===== config.mk =====
export PLATFORM = sky130hd
export DESIGN_NAME = data_holder_pipe
export DESIGN_NICKNAME = d
export VERILOG_FILES = /design/src/rtl/data_holder_pipe.sv
export SDC_FILE = /design/constraint.sdc
export NUM_CORES = 1
export LEC_CHECK = 0
export ABC_CLOCK_PERIOD_IN_PS = 3900
export CAP_MARGIN = 10
export CORE_MARGIN = 4
export CORE_UTILIZATION = 30
export DETAILED_ROUTE_END_ITERATION = 7
export GPL_ROUTABILITY_DRIVEN = 0
export GPL_TIMING_DRIVEN = 0
export PLACE_DENSITY = 0.59
export SETUP_SLACK_MARGIN = 0.4
export SYNTH_ARGS = -nofsm -noshare
export SYNTH_HDL_FRONTEND = slang
export SYNTH_SLANG_ARGS = --single-unit

===== constraint.sdc =====
create_clock -name clk -period 3.9 [get_ports clk]
set_clock_uncertainty 0.15 [all_clocks]
set_input_delay 0.78 -clock clk [delete_from_list [all_inputs] [get_ports clk]]
set_output_delay 0.78 -clock clk [all_outputs]
set_load 0.1 [all_outputs]

===== src/rtl/data_holder_pipe.sv =====
// data_holder_pipe
//
// Elastic holding pipeline: WIDTH-bit words move through DEPTH register
// stages under a valid/ready handshake. Each stage keeps its word while the
// stage ahead of it is occupied and not moving. Words compact forward into
// empty stages, and a full pipe whose output is accepted passes one word per
// cycle. A flush drops every word in flight. All state changes on the
// falling edge of clk.
//
// Parameters
//   WIDTH    data word width in bits (>= 1)
//   DEPTH    number of holding stages (>= 1)
//   CNT_W    width of the occupancy count (derived, leave at default)
//
// Ports
//   clk        clock, registers update on its falling edge
//   rst_n      synchronous active-low reset, sampled on the falling edge
//   in_data    upstream word
//   in_valid   upstream offers in_data
//   in_ready   pipe accepts a word this cycle
//   out_data   word held in the last stage
//   out_valid  last stage holds a word
//   out_ready  downstream accepts this cycle
//   flush      discard all held words
//   count      number of occupied stages

module data_holder_pipe #(
  parameter int WIDTH = 32,
  parameter int DEPTH = 2,
  parameter int CNT_W = $clog2(DEPTH + 1)
) (
  input  logic             clk,
  input  logic             rst_n,
  input  logic [WIDTH-1:0] in_data,
  input  logic             in_valid,
  output logic             in_ready,
  output logic [WIDTH-1:0] out_data,
  output logic             out_valid,
  input  logic             out_ready,
  input  logic             flush,
  output logic [CNT_W-1:0] count
);

  // Stage 0 is nearest the input, stage DEPTH-1 drives the output.
  logic [WIDTH-1:0] data [DEPTH];
  logic [DEPTH-1:0] vld;

  // adv[i]: stage i hands its word onward at the next edge.
  // rdy[i]: stage i can take a word at the next edge; rdy[DEPTH] is the
  // downstream ready so the chain needs no special case for the last stage.
  logic [DEPTH-1:0] adv;
  logic [DEPTH:0]   rdy;
  logic             take;

  // Ready chain, evaluated from the output stage back toward the input so
  // a full pipe that is being drained can still accept in the same cycle.
  always_comb begin
    adv        = '0;
    rdy        = '0;
    rdy[DEPTH] = out_ready;
    for (int unsigned k = 0; k < DEPTH; k++) begin
      adv[DEPTH-1-k] = vld[DEPTH-1-k] & rdy[DEPTH-k];
      rdy[DEPTH-1-k] = ~vld[DEPTH-1-k] | adv[DEPTH-1-k];
    end
  end

  assign in_ready  = rdy[0] & ~flush;
  assign take      = in_valid & in_ready;
  assign out_data  = data[DEPTH-1];
  assign out_valid = vld[DEPTH-1] & ~flush;

  always_comb begin
    count = '0;
    for (int unsigned i = 0; i < DEPTH; i++) begin
      count = count + CNT_W'(vld[i]);
    end
  end

  // Flush clears only the valid bits; the data registers keep whatever they
  // held, as do stages that drop their word by advancing.
  always_ff @(negedge clk) begin
    if (!rst_n) begin
      vld <= '0;
      for (int unsigned i = 0; i < DEPTH; i++) begin
        data[i] <= '0;
      end
    end else if (flush) begin
      vld <= '0;
    end else begin
      vld[0] <= take | (vld[0] & ~adv[0]);
      if (take) begin
        data[0] <= in_data;
      end
      for (int unsigned i = 1; i < DEPTH; i++) begin
        vld[i] <= adv[i-1] | (vld[i] & ~adv[i]);
        if (adv[i-1]) begin
          data[i] <= data[i-1];
        end
      end
    end
  end

endmodule


==> results of run 1 <==
## critical path, cell delays in order (launching register included)
cell and delay (ns):
dfxtp_4 0.35, and3b_1 0.17, buf_2 0.14, buf_8 0.12
buf_12 0.12, nor2_4 0.09, buf_12 0.18
## kinds of logic after synthesis
| group | share of synthesized area (%) |
|---|---|
| DFF | 62.2 |
| AOI/OAI and AO/OA | 0.952 |
| and+or+nand+nor | 24.6 |
| buffers and inverters | 11.8 |
| adders and majority gates | 0.397 |
## area by class of cell
| cell class | count | area, um^2 |
|---|---|---|
| plain buffers | 53 | 614 |
| clock buffers | 9 | 124 |
| fillers | 699 | 3690 |
| repair buffers | 112 | 1680 |
| well taps | 136 | 170 |
| flip-flops and latches | 66 | 1970 |
| multi-input cells | 79 | 1700 |
| clock inverters | 73 | 322 |
## final timing paths
check / startpoint / endpoint / cells past startpoint
setup / recovery: vld[0] / in_ready / 6
hold / removal: data[0][22] / data[0][54] / 1
setup reg to reg: vld[0] / data[0][1] / 8
hold reg to reg: data[0][22] / data[0][54] / 1
## flip-flops by register name, indices dropped and copies added, names as in the netlist
register and cells:
data 64, vld 2
## metrics by stage
step                      hold slack, ns  instances  power, mW  setup slack, ns
after global routing               0.460        528       2.37           -0.591
after floorplan                    0.434        197       1.20           -0.486
after CTS                          0.380        516       2.21           -0.555
final                              0.456        528       2.23           -0.545
after global placement             0.449        405       1.29            -1.30
after detailed placement           0.466        405       1.30            -1.31
## power groups by stage
stage	Sequential (mW)	Clock [mW]	Combinational, mW
detailed placement	0.847	0.102	0.346
CTS	0.839	0.874	0.495
global placement	0.846	0.102	0.345
global route	0.843	0.981	0.543
floorplan	0.843	0.102	0.252
finish	0.841	0.863	0.527
## metal layers
metal,vias up,track usage [%]
li1,1146,-
met1,1183,15.7
met2,82,24.5
met3,13,4.93
met4,0,8.37
met5,-,0
## cell usage in the layout, fill, tap and decap left out, types with 2 or more instances in the layout
master	count
buf_12	52
buf_16	2
buf_2	5
buf_4	16
buf_6	44
buf_8	4
clkbuf_16	6
clkbuf_2	2
clkbuf_8	10
clkdlybuf4s50_1	32
dfxtp_4	2
edfxtp_1	64
inv_1	66
inv_4	2
inv_6	2
nand2b_4	2
nor2_4	2
nor4b_2	3
nor4b_4	61
o21ai_4	4
## timing repair
| action | in CTS | in global routing |
|---|---|---|
| gates resized for setup | 483 | 52 |
| setup endpoints to repair | 166 | 149 |
| setup buffers | 23 | 9 |
| gates cloned | 7 | 3 |
| pin swaps | 46 | 36 |
==> metrics.txt, run 1 <==
status complete, but fails checks; violations in the final reports setup timing; Initial DRT Pass Iterations 4; Die Y ~110 um; chip width around 110 um; Synth top area share around three fifths; Post-synth EDFFs 64; Pleak around 2.6 nW; core footprint approximately 10000 um^2; Reg power frac between 30 and 40%; Synth area leader edfxtp_1; Overall Global Routing Usage 14.5%; TritonCTS Sinks 66; RSZ-0062 raised after global routing true; Synth Net Count 235; cts hold-fix bufs 0; CP max FO 3; TNS Setup -9.20 ns; area post-placement around 4200 um^2; most frequent cells after synthesis edfxtp_1, nor4b_1, buf_4; switch share approximately a third; WS Path Type register to output port; Via density 4.59; Skew-Pair Late Insertion Delay about 0.40 ns; top layer in use met4; antenna violations before repair 0; Seq cells post-synth 66; starting DRC count in detailed routing around 80; crit path capture type output port; CTS max path bufs 2; Post-Synthesis Cells 197; asr flop ratio synth 0%; post-synth cell types 16; clock-pin slew on the worst setup and hold paths ~0.05 ns; Cell Int Power between 1 and 1.5 mW; metal3 WL around 430 um; initial core utilization between 30% and 40%; P_sw just under 0.8 mW; post-DP HPWL around 4400 um; CP Launch Type register; clock network power share 38.7%; worst rel slew slack between 60% and 70%; setup slack after layout -0.545 ns; peak supply drop 0.182 mV; Hold Crit Class register to register; number of I/O port buffers between 70 and 80; WL per Instance around 17 um; top cells by area, synth edfxtp_1, nor4b_2, nor4b_1, buf_4, buf_6; pin count of the biggest net entering global routing 17; met2 wire length a little over 5000 um; final antenna-violating net count 0; final WL approximately 9000 um; vias in the first global route 2810; Final Core Density around 64%; Core Rows 37; Worst Path Required slightly below 3 ns; Fin. Hold Viols 0; combinational power share between 20% and 30%; endpoints failing setup 94; Worst Tran Pin Value 0.600 ns; fraction of final layout cells sized beyond drive strength 1 between 50% and 60%; Syn. warnings 0; Max Slew Vio Count 0; GRT overflow 0; main flop type after synthesis edfxtp_1; ANT cells 0; Pwr Density 339 nW/um^2; syn avg cell area 16.0 um^2; first-pass GRT wire length 13800 um; Via Count ~2400; clock root cell clkbuf_8; DRC Markers 0; data arrival time of the worst path between 3 and 4 ns; flop2flop setup slack between 1.5 and 2 ns; fin area ~6600 um^2; I/O Pins 73; TritonCTS buffer count 9; Die Area about 12000 um^2; CTS tree yes; area delta synth->final 109%; MaxCap Viol Count 0; top-count cell post-synth edfxtp_1; Met1 Wirelength 3570 um; sequential element share of the synthesized area between 60% and 70%; mapped cell area 3150 um^2; Net count, final between 400 and 500; CTS H-tree lvls 3
No activity file was read; power rests on OpenSTA's default activity.
==> run 2: changes to the inputs <==
- CORE_ASPECT_RATIO: unset -> 0.6
- CORE_MARGIN: 4 -> 3
==> run 2 against run 1 <==
Core utilization up 2.3 points. The run still ends with setup timing left. Sequential share of layout area down 0.39 points. Largest cell class unchanged. Non-clock buffer count up 2. Critical endpoint unchanged. Wire length grew 13%. Largest power group unchanged. Register-to-register slack got worse by 0.08 ns. Global-route usage grew 1.7 points. Die area down 3.3%. Clock power increased by 14%.
==> metrics.txt, run 2 (same netlist as run 1, synthesis figures left out) <==
status complete, but fails checks; violations in the final reports setup timing; Crit path max-delay family buffers and inverters; Initial DRT Pass Iterations 4 (unchanged); endpoints failing setup 81 (-14%); final WL 10500 um (+13%); CTS max path bufs 2 (unchanged); FF-to-FF Start vld[1]; cts hold-fix bufs 0 (unchanged); Die Y 85.4 um (-23%); met1 usage 20.2% (+4.5 points); Placed Cells 404 (-0.25%); setup slack after layout -0.565 ns (-0.0192 ns); pin count of the biggest net entering global routing 13 (-4); Setup WS pre-CTS -1.34 ns (-0.0306 ns); vias in the first global route 2784 (-0.93%); area occupied by multi-input gates 1710 um^2 (+0.37%); antenna violations before repair 0 (unchanged); final std cells w/o fill 527 (-0.19%); Critical Path Max Stage Delay 0.33 ns (-0.02 ns); area delta synth->final 112%; crit path capture type output port; chip width 138 um (+25%); Regs by FF count data (64), vld (2); Via Count 2472 (+2.0%); flop2flop setup slack 1.78 ns (-0.08 ns); I/O Pins 73 (unchanged); Core Rows 28 (-24%); GRT met2 Usage 24.6% (+0.043 points); final antenna-violating net count 0 (unchanged); initial core utilization 31.4% (+0.68 points); Reg with most FFs data; Max Slew Vio Count 0 (unchanged); Via density 4.69 (+2.2%); WL per Instance 19.8 um (+14%); most used cell, CP buf_12; busiest layer in global routing met2; Overall Global Routing Usage 16.2% (+1.7 points); post-DP HPWL 4480 um (+2.5%); Storage cell area 1970 um^2 (unchanged); clock root cell clkbuf_16; Net count, final 427 (+0.47%); met3 usage 7.04% (+2.1 points); max FFs per register 64 (unchanged); crit path from vld[1]; GRT overflow 0 (unchanged); commonest cells after routing, fill and taps aside inv_1, edfxtp_1, nor4b_4; TritonCTS Sinks 66 (unchanged); worst rel slew slack 61.9% (+1.9 points); CP max-delay cell dfxtp_4; Worst Tran Pin Value 0.571 ns (-0.0285 ns); min-delay src data[0][19]; CTS H-tree lvls 3 (unchanged); Hold Crit Class register to register; Final Power 2.37 mW (+6.2%); CP Launch Type register; Worst Path Required 2.97 ns (about the same); critical-path cell list and3b_1 > buf_6 > buf_8 > buf_12 > nor2_4 > buf_12; Pleak 2.69 nW (+1.7%); RSZ-0062 raised after global routing true; DRC Markers 0 (unchanged); fraction of final layout cells sized beyond drive strength 1 57.1% (-1.3 points); MaxCap Viol Count 0 (unchanged); area post-placement 4160 um^2 (about the same); data arrival time of the worst path 3.53 ns (about the same); TritonCTS buffer count 9 (unchanged); Skew-Pair Late Insertion Delay 0.41 ns (about the same); CP max FO 4 (+1); CP Buf/Inv Count 4 (unchanged); Pwr Density 355 nW/um^2 (+4.9%); number of I/O port buffers 72 (unchanged); core footprint 10100 um^2 (-2.2%); fin area 6670 um^2 (+1.3%); ANT cells 0 (unchanged); Die Area 11800 um^2 (-3.3%); most common cell after layout, fill and taps aside inv_1; fillers 632 (-9.6%); CTS tree yes; WS Path Type register to output port; first-pass GRT wire length 14500 um (+5.0%); Final Core Density 66.4% (+2.3 points); starting DRC count in detailed routing 108 (+37%); peak supply drop 0.271 mV (+49%); Fin. Hold Viols 0 (unchanged); clock-pin slew on the worst setup and hold paths 0.04 ns (about the same)
[run 2: cell type report]
type / instances / area share [%]
clock inverters: 71 / 4.01
clock buffers: 9 / 3.38
flip-flops and latches: 66 / 29.5
plain buffers: 53 / 9.49
well taps: 135 / 2.53
repair buffers: 114 / 25.5
multi-input cells: 79 / 25.6
[run 2: final timing paths]
check,to,depth (start not counted)
setup / recovery,in_ready,6
hold reg to reg,data[0][51],1
hold / removal,data[0][51],1
setup reg to reg,data[0][27],10
[run 2: routing by layer]
| layer | wire (um) | vias to the layer above |
|---|---|---|
| met5 | 0 | - |
| met4 | 153 | 0 |
| met3 | 555 | 12 |
| met2 | 5030 | 85 |
| met1 | 4710 | 1238 |
| li1 | - | 1137 |
[run 2: worst register-to-register path: stages, from the launching register on]
cell	delay (ns)
dfxtp_4	0.33
and3b_1	0.21
buf_6	0.13
buf_8	0.12
buf_12	0.12
buf_4	0.13
buf_6	0.11
buf_8	0.13
o21ai_4	0.15
buf_6	0.14
buf_12	0.12
[run 2: report_power, final]
| part | leakage [nW] | switching [mW] | internal, mW | total [mW] |
|---|---|---|---|---|
| logic | 1.51 | 0.293 | 0.246 | 0.539 |
| clock network | 0.484 | 0.483 | 0.504 | 0.988 |
| registers | 0.692 | 0.0171 | 0.826 | 0.843 |
[run 2: repair_timing]
item	4_1_cts	5_1_grt
endpoints found under the setup margin	166	166
setup buffers	27	7
pin swaps	31	38
gates cloned	7	3
endpoints found under the hold margin	0	0
gates resized for setup	473	69
[run 2: per-stage QoR]
step / TNS, ns / hold WS (ns)
final: -11.18 / 0.467
after global routing: -12.92 / 0.493
after global placement: -130.43 / 0.446
after floorplan: -19.17 / 0.434
after CTS: -6.04 / 0.452
after detailed placement: -132.88 / 0.477
